### config.mk
export PLATFORM = sky130hd
export DESIGN_NAME = axi_rd_arbiter
export DESIGN_NICKNAME = d
export VERILOG_FILES = /design/src/rtl/axi_arb_pkg.sv /design/src/rtl/axi_rd_arbiter_rr.sv /design/src/rtl/axi_rd_arbiter.sv
export SDC_FILE = /design/constraint.sdc
export NUM_CORES = 1
export LEC_CHECK = 0
export ABC_AREA = 1
export BUFFER_PORTS_ARGS = -buffer_cell sky130_fd_sc_hd__buf_2
export CAP_MARGIN = 25
export CORE_MARGIN = 2
export CORE_UTILIZATION = 47
export CTS_CLUSTER_DIAMETER = 30
export DETAILED_ROUTE_END_ITERATION = 8
export GPL_TIMING_DRIVEN = 0
export PLACE_DENSITY = 0.95
export SETUP_SLACK_MARGIN = 0.15
export SLEW_MARGIN = 25
export SYNTH_ARGS = -nofsm -noshare
export SYNTH_HDL_FRONTEND = slang
export SYNTH_SLANG_ARGS = --single-unit
### constraint.sdc
create_clock -name clk -period 7.1 [get_ports clk]
set_clock_uncertainty 0.15 [all_clocks]
set_input_delay 0.71 -clock clk [delete_from_list [all_inputs] [get_ports clk]]
set_output_delay 0.71 -clock clk [all_outputs]
set_load 0.01 [all_outputs]
### src/rtl/axi_arb_pkg.sv
// Shared types and helpers for the AXI read-port arbiter.
// Build option: AXI_ARB_DEMAND_PRIORITY_EN (master 0 strict priority).
package axi_arb_pkg;

  localparam int unsigned MAX_MASTERS   = 8;
  localparam int unsigned MAX_IDX_W     = 3;
  localparam int unsigned DEF_ADDR_BITS = 16;
  localparam int unsigned DEF_LEN_W     = 8;
  localparam int unsigned DEF_TID_W     = 8;
  localparam int unsigned DEF_PREFIX_W  = 1;

  // Width of the master-index prefix carried in the AXI ID
  function automatic int unsigned prefix_w(input int unsigned n);
    return (n <= 2) ? 32'(1) : 32'($clog2(n));
  endfunction

  typedef struct packed {
    logic [DEF_ADDR_BITS-1:0]          addr;
    logic [DEF_LEN_W-1:0]              len;
    logic [DEF_PREFIX_W+DEF_TID_W-1:0] id;
  } ar_beat_t;

  typedef struct packed {
    logic                 found;
    logic [MAX_IDX_W-1:0] idx;
  } rr_pick_t;

  typedef enum logic {SLOT_EMPTY = 1'b0, SLOT_FULL = 1'b1} slot_state_t;

  // First set bit of mask at or after ptr, wrapping within n entries
  function automatic rr_pick_t rr_pick(input logic [MAX_MASTERS-1:0] mask,
                                       input logic [MAX_IDX_W-1:0]   ptr,
                                       input int unsigned            n);
    rr_pick_t    r;
    int unsigned j;
    r = '0;
    for (int unsigned k = 0; k < MAX_MASTERS; k++) begin
      j = (32'(ptr) + k) % n;
      if (k < n && !r.found && mask[MAX_IDX_W'(j)]) begin
        r.found = 1'b1;
        r.idx   = MAX_IDX_W'(j);
      end
    end
    return r;
  endfunction

endpackage

### src/rtl/axi_rd_arbiter_rr.sv
// Combinational round-robin picker over the eligible-request mask.
// AXI_ARB_DEMAND_PRIORITY_EN: request 0 wins outright, others rotate.
module axi_rd_arbiter_rr
  import axi_arb_pkg::*;
#(
  parameter int unsigned NUM_MASTERS     = 2,
  parameter int unsigned LOG_NUM_MASTERS = 1
) (
  input  logic [NUM_MASTERS-1:0]     i_req,
  input  logic [LOG_NUM_MASTERS-1:0] i_ptr,
  output logic                       o_found,
  output logic [LOG_NUM_MASTERS-1:0] o_idx
);

  logic [MAX_MASTERS-1:0] w_mask;
  rr_pick_t               w_pick;

  always_comb begin
    w_mask = MAX_MASTERS'(i_req);
    w_pick = '0;
`ifdef AXI_ARB_DEMAND_PRIORITY_EN
    if (w_mask[0]) begin
      w_pick.found = 1'b1;
      w_pick.idx   = '0;
    end else begin
      w_pick = rr_pick({w_mask[MAX_MASTERS-1:1], 1'b0}, MAX_IDX_W'(i_ptr), NUM_MASTERS);
    end
`else
    w_pick = rr_pick(w_mask, MAX_IDX_W'(i_ptr), NUM_MASTERS);
`endif
  end

  always_comb begin
    o_found = w_pick.found;
    o_idx   = '0;
    for (int unsigned i = 0; i < NUM_MASTERS; i++)
      if (32'(w_pick.idx) == i) o_idx = LOG_NUM_MASTERS'(i);
  end

endmodule

### src/rtl/axi_rd_arbiter.sv
// Shares one AXI read port between NUM_MASTERS requesters with outstanding-burst limits.
// Build option: AXI_ARB_DEMAND_PRIORITY_EN (master 0 strict priority).
module axi_rd_arbiter
  import axi_arb_pkg::*;
#(
  parameter int unsigned NUM_MASTERS     = 2,
  parameter int unsigned LOG_NUM_MASTERS = prefix_w(NUM_MASTERS),
  parameter int unsigned ADDR_BITS       = 16,
  parameter int unsigned BURST_LEN_WIDTH = 8,
  parameter int unsigned TID_WIDTH       = 8,
  parameter int unsigned DATA_WIDTH      = 8,
  parameter int unsigned OUTS_WIDTH      = 3
) (
  input  logic                                    clk,
  input  logic                                    rst,
  input  logic [NUM_MASTERS-1:0]                  s_ar_valid,
  output logic [NUM_MASTERS-1:0]                  s_ar_ready,
  input  logic [NUM_MASTERS*ADDR_BITS-1:0]        s_ar_addr,
  input  logic [NUM_MASTERS*BURST_LEN_WIDTH-1:0]  s_ar_len,
  input  logic [NUM_MASTERS*TID_WIDTH-1:0]        s_ar_id,
  output logic                                    m_ar_valid,
  input  logic                                    m_ar_ready,
  output logic [ADDR_BITS-1:0]                    m_ar_addr,
  output logic [BURST_LEN_WIDTH-1:0]              m_ar_len,
  output logic [LOG_NUM_MASTERS+TID_WIDTH-1:0]    m_ar_id,
  input  logic                                    m_r_valid,
  output logic                                    m_r_ready,
  input  logic                                    m_r_last,
  input  logic [DATA_WIDTH-1:0]                   m_r_data,
  input  logic [LOG_NUM_MASTERS+TID_WIDTH-1:0]    m_r_id,
  output logic [NUM_MASTERS-1:0]                  s_r_valid,
  input  logic [NUM_MASTERS-1:0]                  s_r_ready,
  output logic                                    s_r_last,
  output logic [DATA_WIDTH-1:0]                   s_r_data,
  output logic [TID_WIDTH-1:0]                    s_r_id,
  output logic [NUM_MASTERS*OUTS_WIDTH-1:0]       outstanding,
  output logic                                    errorCode
);

  localparam int unsigned ID_W = LOG_NUM_MASTERS + TID_WIDTH;
  localparam logic [OUTS_WIDTH-1:0] OUTS_LIMIT = '1;

  slot_state_t                r_state;
  logic [ADDR_BITS-1:0]       r_addr;
  logic [BURST_LEN_WIDTH-1:0] r_len;
  logic [ID_W-1:0]            r_id;
  logic [LOG_NUM_MASTERS-1:0] r_ptr;
  logic [OUTS_WIDTH-1:0]      r_outs [NUM_MASTERS];
  logic                       r_error;

  logic [NUM_MASTERS-1:0]     w_elig;
  logic                       w_found;
  logic [LOG_NUM_MASTERS-1:0] w_gnt;
  logic                       w_ar_fire;
  logic [LOG_NUM_MASTERS-1:0] w_ptr_next;
  logic [ADDR_BITS-1:0]       w_addr_sel;
  logic [BURST_LEN_WIDTH-1:0] w_len_sel;
  logic [TID_WIDTH-1:0]       w_id_sel;
  logic [LOG_NUM_MASTERS-1:0] w_sel;
  logic                       w_sel_ok;
  logic                       w_r_ready;
  logic [NUM_MASTERS-1:0]     w_dec;

  // Eligibility uses the registered count, ignoring a same-cycle decrement
  always_comb begin
    w_elig = '0;
    for (int unsigned i = 0; i < NUM_MASTERS; i++)
      w_elig[i] = s_ar_valid[i] && (r_outs[i] != OUTS_LIMIT);
  end

  axi_rd_arbiter_rr #(
    .NUM_MASTERS    (NUM_MASTERS),
    .LOG_NUM_MASTERS(LOG_NUM_MASTERS)
  ) u_rr (
    .i_req  (w_elig),
    .i_ptr  (r_ptr),
    .o_found(w_found),
    .o_idx  (w_gnt)
  );

  assign w_ar_fire = w_found && ((r_state == SLOT_EMPTY) || m_ar_ready) && !rst;

  always_comb begin
    s_ar_ready = '0;
    w_addr_sel = '0;
    w_len_sel  = '0;
    w_id_sel   = '0;
    for (int unsigned i = 0; i < NUM_MASTERS; i++) begin
      if (32'(w_gnt) == i) begin
        s_ar_ready[i] = w_ar_fire;
        w_addr_sel    = s_ar_addr[i*ADDR_BITS +: ADDR_BITS];
        w_len_sel     = s_ar_len[i*BURST_LEN_WIDTH +: BURST_LEN_WIDTH];
        w_id_sel      = s_ar_id[i*TID_WIDTH +: TID_WIDTH];
      end
    end
  end

  always_comb begin
    w_ptr_next = r_ptr;
    if (w_ar_fire) begin
      if (32'(w_gnt) == NUM_MASTERS - 1) w_ptr_next = '0;
      else                               w_ptr_next = w_gnt + 1'b1;
`ifdef AXI_ARB_DEMAND_PRIORITY_EN
      if (w_gnt == '0) w_ptr_next = r_ptr;
`endif
    end
  end

  assign w_sel = m_r_id[ID_W-1:TID_WIDTH];

  generate
    if (2**LOG_NUM_MASTERS <= NUM_MASTERS) begin : g_sel_full
      assign w_sel_ok = 1'b1;
    end else begin : g_sel_range
      assign w_sel_ok = (32'(w_sel) < NUM_MASTERS);
    end
  endgenerate

  // Beats with an unknown prefix are accepted and dropped
  always_comb begin
    s_r_valid = '0;
    w_dec     = '0;
    w_r_ready = !w_sel_ok;
    for (int unsigned i = 0; i < NUM_MASTERS; i++) begin
      if (w_sel_ok && 32'(w_sel) == i) begin
        s_r_valid[i] = m_r_valid;
        w_r_ready    = s_r_ready[i];
        w_dec[i]     = m_r_valid && s_r_ready[i] && m_r_last;
      end
    end
  end

  assign m_r_ready = w_r_ready;
  assign s_r_last  = m_r_last;
  assign s_r_data  = m_r_data;
  assign s_r_id    = m_r_id[TID_WIDTH-1:0];

  always_ff @(posedge clk) begin
    if (rst) begin
      r_state <= SLOT_EMPTY;
      r_addr  <= '0;
      r_len   <= '0;
      r_id    <= '0;
      r_ptr   <= '0;
      r_error <= 1'b0;
      for (int unsigned i = 0; i < NUM_MASTERS; i++) r_outs[i] <= '0;
    end else begin
      r_ptr <= w_ptr_next;
      case (r_state)
        SLOT_EMPTY: if (w_ar_fire) r_state <= SLOT_FULL;
        SLOT_FULL:  if (m_ar_ready && !w_ar_fire) r_state <= SLOT_EMPTY;
        default:    r_state <= SLOT_EMPTY;
      endcase
      if (w_ar_fire) begin
        r_addr <= w_addr_sel;
        r_len  <= w_len_sel;
        r_id   <= {w_gnt, w_id_sel};
      end
      if (m_r_valid && !w_sel_ok) r_error <= 1'b1;
      // Simultaneous grant and burst completion leave the count unchanged
      for (int unsigned i = 0; i < NUM_MASTERS; i++) begin
        case ({s_ar_ready[i], w_dec[i]})
          2'b10:   r_outs[i] <= r_outs[i] + 1'b1;
          2'b01:   if (r_outs[i] != '0) r_outs[i] <= r_outs[i] - 1'b1;
          default: ;
        endcase
      end
    end
  end

  always_comb begin
    outstanding = '0;
    for (int unsigned i = 0; i < NUM_MASTERS; i++)
      outstanding[i*OUTS_WIDTH +: OUTS_WIDTH] = r_outs[i];
  end

  assign m_ar_valid = (r_state == SLOT_FULL);
  assign m_ar_addr  = r_addr;
  assign m_ar_len   = r_len;
  assign m_ar_id    = r_id;
  assign errorCode  = r_error;

endmodule

==> metrics.yaml <==
min_path_cells: 2
ys_ff_latch: 41
root_buffer: "clkbuf_8"
grt_overflow: 0
drt_iter0_markers: 87
die_w_um: 77.3
routed_wl_um: 6410
worstPathCellList: "ha_1 -> ha_1 -> inv_2 -> nand2_2 -> inv_2 -> nand2_4 -> nor2_4 -> buf_2"
synth_edf_count: 6
timing.rr.start: "r_outs[1][0]"
cts_setup_buffers: 0
setup_violations: 0
gp_congestion: 0.804
critPathMaxFanout: 8
yosys_warnings: 0
drt-vias-per-instance: 4.74
grt_usage_pct: 21.0
fin_tns_setup_ns: 0
clkSlewWorstSetupHoldPaths_ns: 0.07
holdPathEnd: "m_ar_len[7]"
relSlewSlack_pct: 54.2
port_buffers: 134
wl_per_cell_um: 11.3
worst-setup-path-type: "reg -> out"
postCtsResizedCells: 0
post-route-period-util_pct: 38.4
die_area_sq_um: 5980
netlist_instances: 357
initial_core_util_pct: 49.2
ios: 153
ant_nets: 0
htree_levels: 2
clock_sinks: 41
cts_buffers: 5
drc: 0
cp_num_cells: 8
syn2layout_area_growth_pct: 32.9
cap_violations: 0
status: "finished clean"
yosys_most_used_dff: "dfxtp_1"
p_leak_nw: 1.85
pre_cts_slack_ns: 4.44
max_freq_mhz: 367
maxSlewViolCount: 0
layout-drive-gt1-share_pct: 46.5
min_from: "m_ar_len[7]"
clock_latency_ns: 0.28
cts_hold_buf: 0
path_delay_family: "flip-flops"
grt_pass1_vias: 2499
worstSetupEndpointType: "primary output"
cp-start-kind: "flop"
hold_viol_final: 0
core-area_sq_um: 5140
hold_class: "reg -> reg"
vias: 2685
firstDrtPassIters: 4
grt_max_degree: 12
arrival_ns: 1.86
rr_worst_depth: 12
row_count: 26
synth_cell_types: 34
dp_hpwl_um: 5100
reg2reg_slack_ns: 4.42
worstMarginPinSlew_ns: 0.686
avgSynthCellArea_sq_um: 7.08
rsz0062_at_grt: "false"
required_ns: 6.24
worst-path-buf-inv: 3
reg2reg_to: "r_outs[0][2]"
p_per_area_nw_per_um2: 174
synth_nets: 452
synthArstFlopShare_pct: 0
antenna_cells: 0
syn_area_sq_um: 2530
cts_max_path_buffers: 2
min_period_ns: 2.72
critPathMaxStageDelay_ns: 0.45
ys_seq_area_share_pct: 34.9
vdd_drop_max_v: 0.000113
fin_util_pct: 65.4
setup_slack_ns: 4.38
antenna_found_initial: 0
worst_path_max_delay_cell: "edfxtp_1"
fin_nets: 593
die_h_um: 77.3
cts_tree: "built"
grt_pass1_wl_um: 10500
[flip-flops by register name, indices dropped and copies added, names as in the netlist]
register / cells
m_ar_id: 9
m_ar_valid: 1
m_ar_addr: 16
r_outs: 6
r_ptr: 1
m_ar_len: 8
[kinds of logic (layout without fill, tap and decap cells)]
logic type / count (synthesis) / in the layout / share of synthesized area (%)
AND/OR/NAND/NOR: 211 / 211 / 36.4
adder cells (fa/ha/maj): 5 / 5 / 2.77
buffers and inverters: 58 / 198 / 13.6
other: 1 / 1 / 0.148
flip-flops: 41 / 41 / 34.9
XOR/XNOR: 2 / 2 / 0.693
AO/OA/AOI/OAI: 39 / 39 / 11.5
[metrics by stage]
step,std cells,power (mW),hold WS [ns],cell area (sq um)
floorplan,357,0.387,0.338,2530
global placement,561,0.446,0.300,3290
detailed placement,561,0.453,0.302,3290
CTS,567,0.594,0.314,3360
global route,567,0.625,0.331,3360
finish,567,0.585,0.311,3360
[report_power, final]
| part | leakage, nW | internal (mW) | switching (mW) |
|---|---|---|---|
| logic | 1.46 | 0.0784 | 0.102 |
| clock network | 0.0399 | 0.0647 | 0.0740 |
| registers | 0.349 | 0.255 | 0.0111 |
[layout by cell type, fill, tap and decap left out, types with 2 or more instances in the layout]
| cell type | count |
|---|---|
| nand2_4 | 3 |
| nand3_2 | 3 |
| dfxtp_1 | 35 |
| buf_2 | 140 |
| nor2_1 | 9 |
| nand3_1 | 5 |
| nand2_1 | 161 |
| ha_1 | 4 |
| o21ai_0 | 2 |
| clkbuf_8 | 5 |
| buf_4 | 22 |
| edfxtp_1 | 6 |
| inv_1 | 19 |
| inv_2 | 2 |
| a21oi_1 | 13 |
| clkinv_2 | 2 |
| nand2_2 | 25 |
| inv_4 | 2 |
| clkbuf_1 | 3 |
| buf_8 | 2 |
| a21oi_2 | 20 |
[cells in the mapped netlist (4+ instances only)]
library cell	count	area (sq um)
nand2_1	161	604
dfxtp_1	35	701
nand2_2	25	156
buf_4	22	165
a21oi_2	20	175
inv_1	19	71.3
a21oi_1	13	65.1
nor2_1	9	33.8
buf_2	6	30.0
edfxtp_1	6	180
nand3_1	5	25.0
ha_1	4	50.1
[metal layers]
metal / wire [um] / GRT usage, % / up-vias / part of all wire [%]
li1: - / - / 1358 / -
met1: 2580 / 23.1 / 1203 / 40
met2: 3260 / 40.0 / 116 / 51
met3: 515 / 5.70 / 8 / 8.0
met4: 61 / 4.64 / 0 / 0.95
met5: 0 / 0 / - / 0
[worst max path at each step]
stage / start / endpoint / slack [ns]
final: r_outs[1][0] / s_ar_ready[1] / 4.38
after CTS: r_outs[1][0] / s_ar_ready[1] / 4.36
after global placement: r_outs[1][0] / r_outs[0][2] / 4.51
after detailed placement: r_outs[1][0] / r_outs[0][2] / 4.44
after global routing: r_outs[1][0] / r_outs[0][2] / 4.24
after floorplan: r_outs[1][0] / r_outs[0][2] / 4.60
[tightest hold or removal path, cell delays in order (launching register included)]
cell and delay (ns):
dfxtp_1 0.31, nand2_1 0.06, a21oi_1 0.05
[cell type report]
type	instances	area (sq um)
clock buffers	5	68.8
well taps	70	87.6
repair buffers	134	671
multi-input cells	258	1300
clock inverters	1	5.00
flip-flops and latches	41	881
fillers	466	1780
inverters	24	96.3
plain buffers	34	248
No activity file was read; power rests on OpenSTA's default activity.
